`config.mk`:
```
export PLATFORM = sky130hd
export DESIGN_NAME = gray_seek_ctrl_flat
export DESIGN_NICKNAME = d
export VERILOG_FILES = /design/src/rtl/gray_seek_ctrl_if.sv /design/src/rtl/gray_seek_ctrl.sv /design/src/flat_wrapper.sv
export SDC_FILE = /design/constraint.sdc
export NUM_CORES = 1
export LEC_CHECK = 0
export ABC_AREA = 1
export BUFFER_PORTS_ARGS = -buffer_cell sky130_fd_sc_hd__buf_2
export CORE_AREA = 2 2 44 46
export CTS_BUF_LIST = sky130_fd_sc_hd__clkbuf_8 sky130_fd_sc_hd__clkbuf_16
export CTS_CLUSTER_DIAMETER = 40
export CTS_CLUSTER_SIZE = 30
export DETAILED_ROUTE_END_ITERATION = 12
export DIE_AREA = 0 0 46 48
export GPL_ROUTABILITY_DRIVEN = 0
export HOLD_SLACK_MARGIN = 0.08
export PLACE_DENSITY = 0.74
export SYNTH_ARGS = -nofsm -noshare
export SYNTH_HDL_FRONTEND = slang
export SYNTH_SLANG_ARGS = --single-unit
```
`constraint.sdc`:
```
create_clock -name clk -period 2.81 [get_ports clk]
set_input_delay 0.562 -clock clk [delete_from_list [all_inputs] [get_ports clk]]
set_output_delay 0.562 -clock clk [all_outputs]
set_load 0.01 [all_outputs]
```
`src/rtl/gray_seek_ctrl_if.sv`:
```
// Command/status bundle between the seek front end and gray_seek_ctrl.
// The master drives the Gray target command; the slave reports position and step strobes.
interface gray_seek_ctrl_if #(
  parameter int WIDTH = 3
);
  logic             cmd_valid;
  logic [WIDTH-1:0] cmd_target;
  logic             cmd_ready;
  logic [WIDTH-1:0] pos;
  logic             step;
  logic             up;
  logic             busy;
  logic             done;

  modport master (
    output cmd_valid, cmd_target,
    input  cmd_ready, pos, step, up, busy, done
  );

  modport slave (
    input  cmd_valid, cmd_target,
    output cmd_ready, pos, step, up, busy, done
  );
endinterface

```
`src/rtl/gray_seek_ctrl.sv`:
```
// Gray seek controller: steps pos one code at a time toward a Gray target; GRAY_SEEK_SHORTEST_EN picks shortest direction.
// Latency: handshake T, first step T+2, then one step per DWELL cycles; cmd_ready is low (commands ignored) while busy.
module gray_seek_ctrl #(
  parameter int WIDTH = 3,
  parameter int DWELL = 4
) (
  input  logic            clk,
  input  logic            reset,
  gray_seek_ctrl_if.slave bus
);

  localparam int DW = (DWELL > 1) ? $clog2(DWELL) : 1;

  typedef enum logic [2:0] {IDLE, DECIDE, STEP, WAIT, DONE} state_t;

  state_t           state;
  logic [WIDTH-1:0] pos_q;
  logic [WIDTH-1:0] target_q;
  logic [WIDTH-1:0] remaining;
  logic             up_q;
  logic [DW-1:0]    dwell_cnt;

  logic [WIDTH-1:0] pos_bin;
  logic [WIDTH-1:0] diff;
  logic [WIDTH-1:0] next_bin;

`ifdef GRAY_SEEK_SHORTEST_EN
  localparam logic [WIDTH-1:0] HALF = WIDTH'(1) << (WIDTH - 1);
`endif

  function automatic logic [WIDTH-1:0] g2b(input logic [WIDTH-1:0] g);
    logic [WIDTH-1:0] b;
    b[WIDTH-1] = g[WIDTH-1];
    for (int i = WIDTH - 2; i >= 0; i--) b[i] = b[i+1] ^ g[i];
    return b;
  endfunction

  function automatic logic [WIDTH-1:0] b2g(input logic [WIDTH-1:0] b);
    return b ^ (b >> 1);
  endfunction

  // Arithmetic is done in binary; wrap modulo 2^WIDTH falls out of the fixed width.
  always_comb begin
    pos_bin  = g2b(pos_q);
    diff     = g2b(target_q) - pos_bin;
    next_bin = up_q ? pos_bin + WIDTH'(1) : pos_bin - WIDTH'(1);
  end

  always_ff @(posedge clk) begin
    if (reset) begin
      state     <= IDLE;
      pos_q     <= '0;
      target_q  <= '0;
      remaining <= '0;
      up_q      <= 1'b0;
      dwell_cnt <= '0;
    end else begin
      case (state)
        IDLE: begin
          if (bus.cmd_valid) begin
            target_q <= bus.cmd_target;
            state    <= DECIDE;
          end
        end
        DECIDE: begin
          if (diff == '0) begin
            state <= DONE;
          end else begin
`ifdef GRAY_SEEK_SHORTEST_EN
            // Exactly half way round is resolved upward.
            if (diff > HALF) begin
              up_q      <= 1'b0;
              remaining <= -diff;
            end else begin
              up_q      <= 1'b1;
              remaining <= diff;
            end
`else
            up_q      <= 1'b1;
            remaining <= diff;
`endif
            state <= STEP;
          end
        end
        STEP: begin
          pos_q     <= b2g(next_bin);
          remaining <= remaining - WIDTH'(1);
          if (remaining == WIDTH'(1)) begin
            state <= DONE;
          end else if (DWELL == 1) begin
            state <= STEP;
          end else begin
            state     <= WAIT;
            dwell_cnt <= DW'(DWELL - 1);
          end
        end
        WAIT: begin
          if (dwell_cnt == DW'(1)) state <= STEP;
          else dwell_cnt <= dwell_cnt - DW'(1);
        end
        DONE:    state <= IDLE;
        default: state <= IDLE;
      endcase
    end
  end

  assign bus.pos       = pos_q;
  assign bus.up        = up_q;
  assign bus.step      = (state == STEP);
  assign bus.done      = (state == DONE);
  assign bus.busy      = (state != IDLE);
  assign bus.cmd_ready = (state == IDLE);

endmodule

```
`src/flat_wrapper.sv`:
```
// flat-port wrapper written by rule: the top's interface ports become plain ports
module gray_seek_ctrl_flat 
#(
  parameter int WIDTH = 3,
  parameter int DWELL = 4
)
  (clk, reset, bus_cmd_valid, bus_cmd_target, bus_cmd_ready, bus_pos, bus_step, bus_up, bus_busy, bus_done);
  gray_seek_ctrl_if #(.WIDTH(WIDTH)) bus_i ();
  input  logic clk;
  input  logic reset;
  input wire logic [$bits(bus_i.cmd_valid)-1:0] bus_cmd_valid;
  input wire logic [$bits(bus_i.cmd_target)-1:0] bus_cmd_target;
  output wire logic [$bits(bus_i.cmd_ready)-1:0] bus_cmd_ready;
  output wire logic [$bits(bus_i.pos)-1:0] bus_pos;
  output wire logic [$bits(bus_i.step)-1:0] bus_step;
  output wire logic [$bits(bus_i.up)-1:0] bus_up;
  output wire logic [$bits(bus_i.busy)-1:0] bus_busy;
  output wire logic [$bits(bus_i.done)-1:0] bus_done;
  assign bus_i.cmd_valid = bus_cmd_valid;
  assign bus_i.cmd_target = bus_cmd_target;
  assign bus_cmd_ready = bus_i.cmd_ready;
  assign bus_pos = bus_i.pos;
  assign bus_step = bus_i.step;
  assign bus_up = bus_i.up;
  assign bus_busy = bus_i.busy;
  assign bus_done = bus_i.done;
  gray_seek_ctrl #(.WIDTH(WIDTH), .DWELL(DWELL)) u_core (.clk(clk), .reset(reset), .bus(bus_i));
endmodule
```
==> impl_metrics.env <==
export IMPL_yosysTopAreaCellShare=0.335
export IMPL_critical_path_slowest_cell="sky130_fd_sc_hd__fa_1"
export IMPL_critical_path_type="flop to flop"
export IMPL_power_mw=1.20
export IMPL_rr_startpoint="u_core.bus.pos[2]$_SDFFE_PP0N_"
export IMPL_switching_share=0.468
export IMPL_edff_count_synth=0
export IMPL_finalHoldViolCount=0
export IMPL_syn_inst_count=122
export IMPL_setup_ws_ns=0.388
export IMPL_mappedNetlistNets=133
export IMPL_synth_area_leader_cell="sky130_fd_sc_hd__dfxtp_1"
export IMPL_combinationalPowerShare=0.575
export IMPL_synth_top_cells_by_area="sky130_fd_sc_hd__dfxtp_1, sky130_fd_sc_hd__inv_1, sky130_fd_sc_hd__nand2_1"
export IMPL_post_synth_instance_area_sq_um=896
export IMPL_finalSetupViolations=0
export IMPL_fin_setup_tns_ns=0
export IMPL_ctsHoldBuffers=0
export IMPL_worstSetupStartpointType="flop"
export IMPL_num_nets_final=149
export IMPL_max_transition_margin=0.668
export IMPL_total_leakage_power_nw=0.493
export IMPL_drt_wirelength_mm=1.82
export IMPL_total_congestion_overflow_after_global_routing=0
export IMPL_dominantRegCellSynth="sky130_fd_sc_hd__dfxtp_1"
export IMPL_synth_seq_area_share=0.335
export IMPL_final_clock_period_utilization_by_the_worst_path=0.862
export IMPL_coreArea_sq_mm=0.00169
export IMPL_synth_top_family_by_area="simple AND/OR/NAND/NOR gates"
export IMPL_rows=15
export IMPL_syn_mean_instance_area_sq_um=7.34
export IMPL_synth_adder_area_share=0.0782
export IMPL_post_synth_num_cell_types=24
export IMPL_worstReg2RegEnd="u_core.remaining[2]$_SDFFE_PP0P_"
export IMPL_floorplan_initialDensity=0.530
export IMPL_critical_path_required_ns=3.00
export IMPL_die_width_microns=46
export IMPL_cts_made_buffers=3
export IMPL_sink_of_the_worst_hold_path="u_core.dwell_cnt[0]$_SDFFE_PP0P_"
export IMPL_worst_r2r_path_depth=13
export IMPL_drtIter0Drc=9
export IMPL_finalClockSkew_ns=0.000529
export IMPL_critical_path_max_stage_delay_ns=0.42
export IMPL_synth_async_reset_ratio=0
export IMPL_holdPathStages=2
export IMPL_multi_input_area_sq_um=488
export IMPL_rsz0062_at_grt="no"
export IMPL_numPlacedInstances=150
export IMPL_worstHoldStart="u_core.dwell_cnt[0]$_SDFFE_PP0P_"
export IMPL_synth_compound_gate_area_share=0.137
export IMPL_clk_pin_slew_worst_paths_ns=0.06
export IMPL_timing_critical_path_cells="xnor2_1, xor2_1, inv_1, ha_1, inv_1, fa_1, nor2_1, nand3_2, nand2_4, nand2_2, nand2_1, nand2_1, nor2_1"
export IMPL_route_detailed_drc=0
export IMPL_port_buffers=13
export IMPL_yosysWarnings=0
export IMPL_yosys_area_share_xor_xnor=0.0684
export IMPL_crit_path_max_fanout=7
export IMPL_cts_htree_levels=1
export IMPL_routedWlPerCell_microns=11.8
export IMPL_drive_gt1_frac=0.190
export IMPL_dieArea_sq_mm=0.00221
export IMPL_path_buf_inv=2
export IMPL_cts_repair_resized=0
export IMPL_max_root_sink_buffers=2
export IMPL_p_seq_frac=0.284
export IMPL_fp_dieH_microns=48
export IMPL_fmaxAchievable_ghz=0.413
export IMPL_antenna_found_initial=0
export IMPL_pin_count=14
export IMPL_cp_data_arrival_time_ns=2.61
export IMPL_power_switching_uw=563
export IMPL_most_frequent_cells_after_synthesis="sky130_fd_sc_hd__inv_1, sky130_fd_sc_hd__nand2_1, sky130_fd_sc_hd__dfxtp_1"
export IMPL_tritoncts_num_sinks=15
export IMPL_grt_first_pass_wirelength_mm=3.04
export IMPL_timing_max_transition_violations_final=0
export IMPL_area_growth_pct=11.9
export IMPL_power_density_cell_area_mw_per_mm2=1200
export IMPL_worstMarginPinSlew_ns=0.494
export IMPL_clock_latency_of_the_later_clocked_register_in_the_worst_skew_pair_ns=0.25
export IMPL_vdd_drop_max_mv=0.528
export IMPL_drtAntennaViolNets=0
export IMPL_cts_root_buffer_cell="sky130_fd_sc_hd__clkbuf_8"
export IMPL_share_clk_of_total_power=0.141
export IMPL_post_cts_repair_setup_buffers=0
export IMPL_post_synth_mux_area_share=0
export IMPL_worst_r2r_setup_slack_ns=0.39
export IMPL_number_of_global_route_vias_before_repair=744
export IMPL_largest_net_degree_at_the_start_of_global_routing=15
export IMPL_final_fill_count=165
export IMPL_routed_via_density=5.44
export IMPL_hold_path_class="flop to flop"
export IMPL_dr_total_vias=838
export IMPL_drv_max_cap_violation_count=0
export IMPL_register_area_sq_um=300
export IMPL_timing_critical_path_to_type="flop"
export IMPL_start_point_of_the_critical_path="u_core.bus.pos[2]$_SDFFE_PP0N_"
export IMPL_antenna_fix_cells=0
export IMPL_final_cell_count_without_fillers=154
export IMPL_dp_final_hpwl_mm=1.41
export IMPL_synth_simple_area_share=0.261
export IMPL_overall_global_routing_usage=0.195
export IMPL_finalWorstPathRequiredPeriod_ns=2.42
export IMPL_cts_tree="yes"
export IMPL_drt_pass1_iterations=4
export IMPL_cell_internal_pwr_uw=641
export IMPL_post_place_worst_slack_ns=0.427
export IMPL_status="finished, final reports clean"
export IMPL_ys_seq_elements=15
export IMPL_timing_critical_path_max_delay_family="simple AND/OR/NAND/NOR gates"
how the worst max path moves through the flow:
stage                                             endpoint  depth (start not counted)
after floorplan           u_core.remaining[2]$_SDFFE_PP0P_                         12
after global placement    u_core.remaining[0]$_SDFFE_PP0P_                         12
after detailed placement  u_core.remaining[2]$_SDFFE_PP0P_                         12
after CTS                 u_core.remaining[2]$_SDFFE_PP0P_                         13
after global routing      u_core.remaining[2]$_SDFFE_PP0P_                         13
final                     u_core.remaining[2]$_SDFFE_PP0P_                         13
state kept, by name, indices dropped and copies added (netlist names):
| signal | count |
|---|---|
| u_core.bus.pos | 3 |
| u_core.remaining | 3 |
| u_core.state | 3 |
| u_core.target_q | 3 |
| u_core.dwell_cnt | 2 |
| u_core.bus.up | 1 |
per-layer routing:
metal / up-vias / GRT usage / share of wire
met5: - / 0 / 0
met4: 0 / 0.114 / 0.024
met3: 5 / 0.0340 / 0.029
met2: 18 / 0.358 / 0.50
met1: 397 / 0.208 / 0.44
li1: 418 / - / -
final cells by class:
type | instances | share of cell area
inverters | 22 | 0.0824
clock inverters | 1 | 0.00375
multi-input cells | 83 | 0.487
clock buffers | 3 | 0.0412
well taps | 17 | 0.0212
flip-flops and latches | 15 | 0.300
repair buffers | 13 | 0.0649
cells by family (layout without fill, tap and decap cells):
kind of cell / count (synthesis) / in the layout
adders and majority gates: 5 / 5
and+or+nand+nor: 48 / 48
AOI/OAI and AO/OA: 23 / 23
xor gates and xnor gates: 7 / 7
DFF: 15 / 15
buffers and inverters: 24 / 39
power by group through the flow:
stage | clock network (mW) | logic (mW) | registers [mW]
6_report | 0.170 | 0.692 | 0.342
3_5_place_dp | 0 | 0.688 | 0.346
4_1_cts | 0.172 | 0.694 | 0.343
3_3_place_gp | 0 | 0.659 | 0.343
5_1_grt | 0.179 | 0.785 | 0.352
2_1_floorplan | 0 | 0.546 | 0.341
metrics by stage:
step | hold WS (ns) | util | area, sq um
after floorplan | 0.442 | - | 896
after global placement | 0.456 | 0.567 | 957
after detailed placement | 0.471 | 0.567 | 957
after CTS | 0.481 | 0.593 | 1000
after global routing | 0.515 | 0.593 | 1000
final | 0.475 | 0.593 | 1000
cells in the final DEF (no fill, tap or decap), drive strengths merged:
cell type and instances:
fa 1, nand2 24, nand4 1, inv 23
or2 1, ha 4, o21ai 8, clkbuf 3
a21oi 13, xor2 6, nor3 3, xnor2 1
dfxtp 15, a211oi 1, nand3 10, a31oi 1
nor2 9, buf 13
worst min-delay path: stages, from the launching register on:
cell	delay, ns
sky130_fd_sc_hd__dfxtp_1	0.32
sky130_fd_sc_hd__inv_1	0.05
sky130_fd_sc_hd__a21oi_1	0.05
Power figures use the tool's default switching activity.
